[src/rtl/dff_shift_reg.sv]
// dff_shift_reg: WIDTH-bit universal register with hold, parallel load,
// logical shift, rotate, clear and invert modes. It provides true and
// complement outputs, serial taps and a frame pulse after every WIDTH
// shift/rotate operations.
module dff_shift_reg #(
  parameter int                 WIDTH     = 8,
  parameter logic [WIDTH-1:0]   RESET_VAL = {WIDTH{1'b0}}
) (
  input  logic             clk,
  input  logic             rst_n,
  input  logic             en,
  input  logic [2:0]       mode,
  input  logic [WIDTH-1:0] d,
  input  logic             sin,
  output logic [WIDTH-1:0] q,
  output logic [WIDTH-1:0] qbar,
  output logic             sout_msb,
  output logic             sout_lsb,
  output logic             frame_done
);

  // WIDTH >= 2, so $clog2 is always at least 1.
  localparam int CW = (WIDTH <= 2) ? 1 : $clog2(WIDTH);
  localparam logic [CW-1:0] CNT_LAST = CW'(WIDTH - 1);

  localparam logic [2:0] M_HOLD = 3'b000;
  localparam logic [2:0] M_LOAD = 3'b001;
  localparam logic [2:0] M_SHL  = 3'b010;
  localparam logic [2:0] M_SHR  = 3'b011;
  localparam logic [2:0] M_ROL  = 3'b100;
  localparam logic [2:0] M_ROR  = 3'b101;
  localparam logic [2:0] M_CLR  = 3'b110;
  localparam logic [2:0] M_INV  = 3'b111;

  logic [CW-1:0]    cnt;
  logic [WIDTH-1:0] q_nxt;
  logic             is_count;
  logic             is_restart;
  logic             wrap;

  // Next register value and operation class for the selected mode.
  always_comb begin
    q_nxt      = q;
    is_count   = 1'b0;
    is_restart = 1'b0;
    case (mode)
      M_HOLD: q_nxt = q;
      M_LOAD: begin
        q_nxt      = d;
        is_restart = 1'b1;
      end
      M_SHL: begin
        q_nxt    = {q[WIDTH-2:0], sin};
        is_count = 1'b1;
      end
      M_SHR: begin
        q_nxt    = {sin, q[WIDTH-1:1]};
        is_count = 1'b1;
      end
      M_ROL: begin
        q_nxt    = {q[WIDTH-2:0], q[WIDTH-1]};
        is_count = 1'b1;
      end
      M_ROR: begin
        q_nxt    = {q[0], q[WIDTH-1:1]};
        is_count = 1'b1;
      end
      M_CLR: begin
        q_nxt      = '0;
        is_restart = 1'b1;
      end
      M_INV: q_nxt = ~q;
      default: q_nxt = q;
    endcase
  end

  // A frame completes on the enabled shift/rotate that finds the counter at its last value.
  assign wrap = en && is_count && (cnt == CNT_LAST);

  // Register, shift counter and frame pulse; reset aborts any frame in progress.
  always_ff @(posedge clk or negedge rst_n) begin
    if (!rst_n) begin
      q          <= RESET_VAL;
      cnt        <= '0;
      frame_done <= 1'b0;
    end else begin
      frame_done <= wrap;
      if (en) begin
        q <= q_nxt;
        if (is_restart) begin
          cnt <= '0;
        end else if (is_count) begin
          cnt <= wrap ? '0 : cnt + CW'(1);
        end
      end
    end
  end

  // Complement and taps follow q combinationally, with no lag.
  assign qbar     = ~q;
  assign sout_msb = q[WIDTH-1];
  assign sout_lsb = q[0];

endmodule

[config.mk]
export PLATFORM = sky130hd
export DESIGN_NAME = dff_shift_reg
export DESIGN_NICKNAME = d
export VERILOG_FILES = /design/src/rtl/dff_shift_reg.sv
export SDC_FILE = /design/constraint.sdc
export NUM_CORES = 1
export LEC_CHECK = 0
export ABC_AREA = 1
export CORE_ASPECT_RATIO = 0.7
export CORE_UTILIZATION = 45
export DETAILED_ROUTE_END_ITERATION = 10
export HOLD_SLACK_MARGIN = 0.02
export PLACE_DENSITY = 0.79
export SLEW_MARGIN = 20
export SYNTH_ARGS = -nofsm -noshare
export SYNTH_HDL_FRONTEND = slang
export SYNTH_SLANG_ARGS = --single-unit
[constraint.sdc]
create_clock -name clk -period 1.6 [get_ports clk]
set_clock_uncertainty 0.05 [all_clocks]
set_input_delay 0.4 -clock clk [delete_from_list [all_inputs] [get_ports clk]]
set_output_delay 0.4 -clock clk [all_outputs]
set_load 0.02 [all_outputs]
**After elaboration in Yosys (flattened, before gate mapping)**

Index checks and enable logic that the tools add are counted.

- Word-level logic and storage cells: 28
- Flip-flop bits (word level): 12
- Input port bits: 15
- Output and inout port bits: 19

- Add/sub/neg operators: 1
- Multiplexer cells: 6
- Bitwise logic cells: 2
- Reduce and logical (&&, ||, !) cells: 8
- Eq/ne operators: 8

Operators with widths:

| kind | number |
|---|---|
| $pmux 8 s7 | 1 |
| $eq 3x3->1 const B | 5 |
| $mux 3 | 3 |
| $not 8->8 | 1 |
| $eq 3x2->1 const B | 2 |
| $reduce_and 2->1 | 2 |
| $reduce_or 4->1 | 1 |
| $add 3x1->3 const B | 1 |
| $eq 3x1->1 const B | 1 |
| $logic_not 3->1 | 1 |
| $logic_and 1x1->1 | 2 |
| $mux 1 | 2 |
| $reduce_bool 2->1 | 1 |
| $reduce_or 2->1 | 1 |
| $not 1->1 | 1 |

**Logic depth before layout (Yosys ltp)**

- Depth in word-level cells: 8
- Mapped depth: 10

**Least setup slack after synthesis**

No wires, ideal clock.

- Kind: input port to flip-flop
- From: in mode[2]
- To: reg q[7]
- Data arrival time: 1.132 ns
- Stages on the path: 8
- Path slack: 0.301 ns
- Cell sequence: buf_4 > inv_4 > nand3_4 > buf_8 > o21ai_1 > inv_1 > nand2_1 > nand2_1

- Cells in the longest elaborated chain, start to end: 3
- Elaborated cells on any way between the ends: 11
- Classes of those cells: eq/ne (7); mux (1); bitwise (1); reduce/logical (2)

RTL lines:

| element | line | text |
|---|---|---|
| start, declared | 12 | `input logic [2:0] mode,` |
| branches (longest 3 deep; another with $pmux 8 s7) | -- |  |
| end signal, assigned | 89 | `q <= q_nxt;` |
| end, declared | 15 | `output logic [WIDTH-1:0] q,` |

Parallel ways; which one is timed is not known.
A chain may end at the register's enable or synchronous reset.

**Worst setup path after layout**

- From: reg q[3]
- To: out qbar[3]

- Cells in the longest elaborated chain, start to end: 1

RTL lines:

| element | line | text |
|---|---|---|
| $not 8->8 | 100 | `assign qbar = ~q;` |
| end, declared | 16 | `output logic [WIDTH-1:0] qbar,` |

Every way passes these cells.

==> Flow_metrics.wiki <==
{| class="wikitable"
! Metric !! Value
|-
| Total wire length || around 2700 um
|-
| NumNets Final || 220
|-
| Routed length on met3 || 164 um
|-
| GR Util All Layers || between 20% and 30%
|-
| Cell Chain, Critical Path || inv_1 > dlygate4sd2_1
|-
| Weighted congestion reported at the end of routability-driven placement || roughly 0.84
|-
| Crit path largest cell delay || ~0.40 ns
|-
| Post-synth top area cell || sky130_fd_sc_hd__dfrtp_1
|-
| Fraction of layout instances using a drive strength above 1 || roughly a fifth
|-
| Mapped Cells || approximately 160
|-
| Via count of the first global-routing pass || between 1000 and 1500
|-
| Synthesized netlist net count || between 150 and 200
|-
| Final setup violating endpoints || 0
|-
| Highest signal layer in the routed design || met4
|-
| Kind of path behind the tightest hold check || input port to async pin
|-
| Worst-Margin Slew || 0.2671 ns
|-
| Maximum clock rate || roughly 0.64 GHz
|-
| Max-slew violations || 0
|-
| Count of maximum capacitance violations || 0
|-
| Area share of the largest cell type after synthesis || between 20 and 30%
|-
| WL met2 || approximately 1300 um
|-
| Critical path peak fanout || 3
|-
| Vias per cell || 4.778
|-
| Power per standard cell area || about 860 nW/um^2
|-
| Most common cell in the netlist || sky130_fd_sc_hd__nand2_1
|-
| Filler cell count || 182
|-
| Initial core utilization || between 40 and 50%
|-
| Clock power frac || just over 20%
|-
| Peak ir drop on the vdd network || slightly below 0.0006 V
|-
| Final hold vios || 0
|-
| Number of iterations in the first detailed-routing pass || 4
|-
| Power consumption || ~1.3 mW
|-
| Number of register bits inferred by synthesis || 12
|-
| Register area share after synthesis || between 20 and 30%
|-
| Total Die Area || between 2000 and 2500 um^2
|-
| Most frequent cells after synthesis || 64 x sky130_fd_sc_hd__nand2_1, 25 x sky130_fd_sc_hd__inv_1, 13 x sky130_fd_sc_hd__nand3_1, 12 x sky130_fd_sc_hd__dfrtp_1, 8 x sky130_fd_sc_hd__o21ai_1
|-
| Count of non-filler cells in the finished layout || 234
|-
| Number of antenna repair diodes || 0
|-
| Synth Cell Area || around 1000 um^2
|-
| H-tree Lvls || 1
|-
| Fraction of power spent switching nets || just over 40%
|-
| Tightest slew margin relative to the limit || 82.14%
|-
| Post-DP HPWL || roughly 2100 um
|-
| Portion of the clock cycle consumed by the worst path in the final layout || a little over nine tenths
|-
| Fraction of the core area covered by cells at the end of the flow || between 60 and 70%
|-
| Die span in x || approximately 59 um
|-
| CTS sink count || 12
|-
| Number of flops mapped to enable cells by yosys || 0
|-
| Switching power total || between 500 and 600 uW
|-
| Minimum period implied by the final worst setup slack || roughly 1.6 ns
|-
| Power share of the sequential group || roughly a third
|-
| Primary FF master, synth || sky130_fd_sc_hd__dfrtp_1
|-
| RSZ-0062 raised after global routing || true
|-
| Number of clock buffers inserted by TritonCTS || 3
|-
| Worst-path cell with the longest stage delay || sky130_fd_sc_hd__dfrtp_1
|-
| TritonCTS clock tree || built
|-
| Pin count of the biggest net entering global routing || 17
|-
| Drt first-iter violations || 34
|-
| Type of the worst setup path || flop to primary output
|-
| Routed wire length per instance || between 10 and 15 um
|-
| Avg Cell Area, Syn || about 6.6 um^2
|-
| Kind of start point of the critical path || flop
|-
| Largest buffer count on any clock path || 2
|-
| Number of antenna violations at the first check in global routing || 0
|-
| Core region area || around 2200 um^2
|-
| Total placed cells including tap cells || around 230
|-
| Die span in y || roughly 42 um
|-
| Worst setup EP type || primary output
|-
| Clock latency reported for the late side of the worst-skew pair || 0.28 ns
|-
| Hold-fix buffers, CTS || 0
|-
| Row count || 14
|-
| DR vias || around 1100
|-
| Met1 wire length || roughly 1200 um
|-
| Leakage power figure || 0.8402 nW
|-
| Top post-synthesis cells by area || sky130_fd_sc_hd__dfrtp_1 29%, sky130_fd_sc_hd__nand2_1 23%, sky130_fd_sc_hd__inv_1 9.1%
|-
| Unique cell type count in the Yosys netlist || 23
|-
| Internal power || 746.7 uW
|-
| Congestion Overflow GR || 0
|-
| Area Overhead vs Synth || 41.92%
|-
| Clock-pin slew reported for the worst setup and hold paths after clock tree synthesis || roughly 0.08 ns
|-
| Number of remaining DRC errors || 0
|-
| I/O pin count || 34
|-
| Arrival @ worst endpoint || between 1 and 1.5 ns
|-
| First-pass GRT wire length || 4402 um
|-
| Combinational Power Share || a little under half
|-
| Port buffer count || 33
|-
| Fraction of registers with async set/reset || 100.0%
|-
| Endpoint required time on the critical path || ~1.2 ns
|-
| Count of synthesis-stage warnings from yosys || 0
|-
| Remaining number of nets flagged by the antenna check after routing || 0
|-
| Clock root buffer || sky130_fd_sc_hd__clkbuf_4
|-
| Outcome || finished clean
|}
## cells in the final DEF (no fill, tap or decap)
master                             n
sky130_fd_sc_hd__nand3_4           1
sky130_fd_sc_hd__nand2_4           5
sky130_fd_sc_hd__ha_1              2
sky130_fd_sc_hd__o21ai_2           1
sky130_fd_sc_hd__o211ai_2          1
sky130_fd_sc_hd__nand3b_1          1
sky130_fd_sc_hd__clkdlybuf4s15_1   2
sky130_fd_sc_hd__inv_2             2
sky130_fd_sc_hd__clkdlybuf4s50_1  14
sky130_fd_sc_hd__dfrtp_1          12
sky130_fd_sc_hd__inv_4             1
sky130_fd_sc_hd__nand4_1           5
sky130_fd_sc_hd__nor2_4            2
sky130_fd_sc_hd__clkbuf_4          3
sky130_fd_sc_hd__nand2_1          64
sky130_fd_sc_hd__dlygate4sd2_1    14
sky130_fd_sc_hd__nand2_2           2
sky130_fd_sc_hd__clkbuf_2          3
sky130_fd_sc_hd__nand3_1          13
sky130_fd_sc_hd__clkbuf_8          1
sky130_fd_sc_hd__nor2_2            1
sky130_fd_sc_hd__inv_1            25
sky130_fd_sc_hd__nor2_1            3
sky130_fd_sc_hd__o21ai_0           1
sky130_fd_sc_hd__nand3_2           2
sky130_fd_sc_hd__o21ai_1           8
sky130_fd_sc_hd__buf_4            13
## worst paths after layout
check | cells after the start | from | end | slack [ns]
max in group asynchronous | 2 | rst_n | cnt[0] | 0.97
setup reg to reg | 6 | cnt[0] | cnt[2] | 0.32
min in group clk | 2 | cnt[2] | cnt[2] | 0.46
setup / recovery | 2 | q[3] | qbar[3] | 0.04
hold reg to reg | 2 | cnt[2] | cnt[2] | 0.46
hold / removal | 2 | rst_n | q[3] | 0.37
## per-layer routing
layer / GRT usage [%] / vias up
li1: - / 570
met1: 31.16 / 516
met2: 40.00 / 30
met3: 6.790 / 2
met4: 2.857 / 0
met5: 0 / -
## power groups by stage
stage               Clock (mW)  Sequential [mW]  Combinational, mW
floorplan                    0            0.468              0.305
global placement             0            0.425              0.613
detailed placement           0            0.430              0.628
CTS                      0.256            0.423              0.574
global route             0.269            0.431              0.633
finish                   0.253            0.423              0.575
## critical path: cells and delay by family (launching register included)
family	cells	cell delay, ns
flip-flops	1	0.40
buffers and inverters	2	0.44
## stage by stage
stage / hold slack [ns] / setup WS (ns) / TNS (ns) / instance area (um^2)
final: 0.3725 / 0.03810 / 0 / 1461
after global routing: 0.3813 / -0.002244 / -0.004346 / 1461
after CTS: 0.3727 / 0.01309 / 0 / 1451
after detailed placement: 0.4357 / -0.2556 / -2.343 / 1438
after global placement: 0.4248 / -0.2101 / -1.996 / 1438
after floorplan: 0.05441 / 0.3011 / 0 / 1030
## cell families after synthesis
logic type / Yosys count / synth area share, %
flops: 12 / 29.16
buf+inv: 34 / 16.28
fa+ha+maj: 2 / 2.430
compound gates: 11 / 6.440
simple gates: 98 / 45.69
## registers in the layout, indices dropped and copies added (netlist names)
name / cells
q: 8
cnt: 3
frame_done: 1
## repair_timing
action / 4_1_cts / 5_1_grt
setup buffers: 0 / 0
gates resized for setup: 20 / 9
gates cloned: 0 / 1
endpoints found under the setup margin: 19 / 13
pin swaps: 0 / 0
## layout make-up
type | instances | area [um^2] | share of cell area, %
multi-input cells | 112 | 581.8 | 39.81
repair buffers | 46 | 395.4 | 27.05
flip-flops and latches | 12 | 300.3 | 20.55
inverters | 28 | 107.6 | 7.363
well taps | 32 | 40.04 | 2.740
clock buffers | 4 | 36.28 | 2.483
Power figures use the tool's default switching activity.
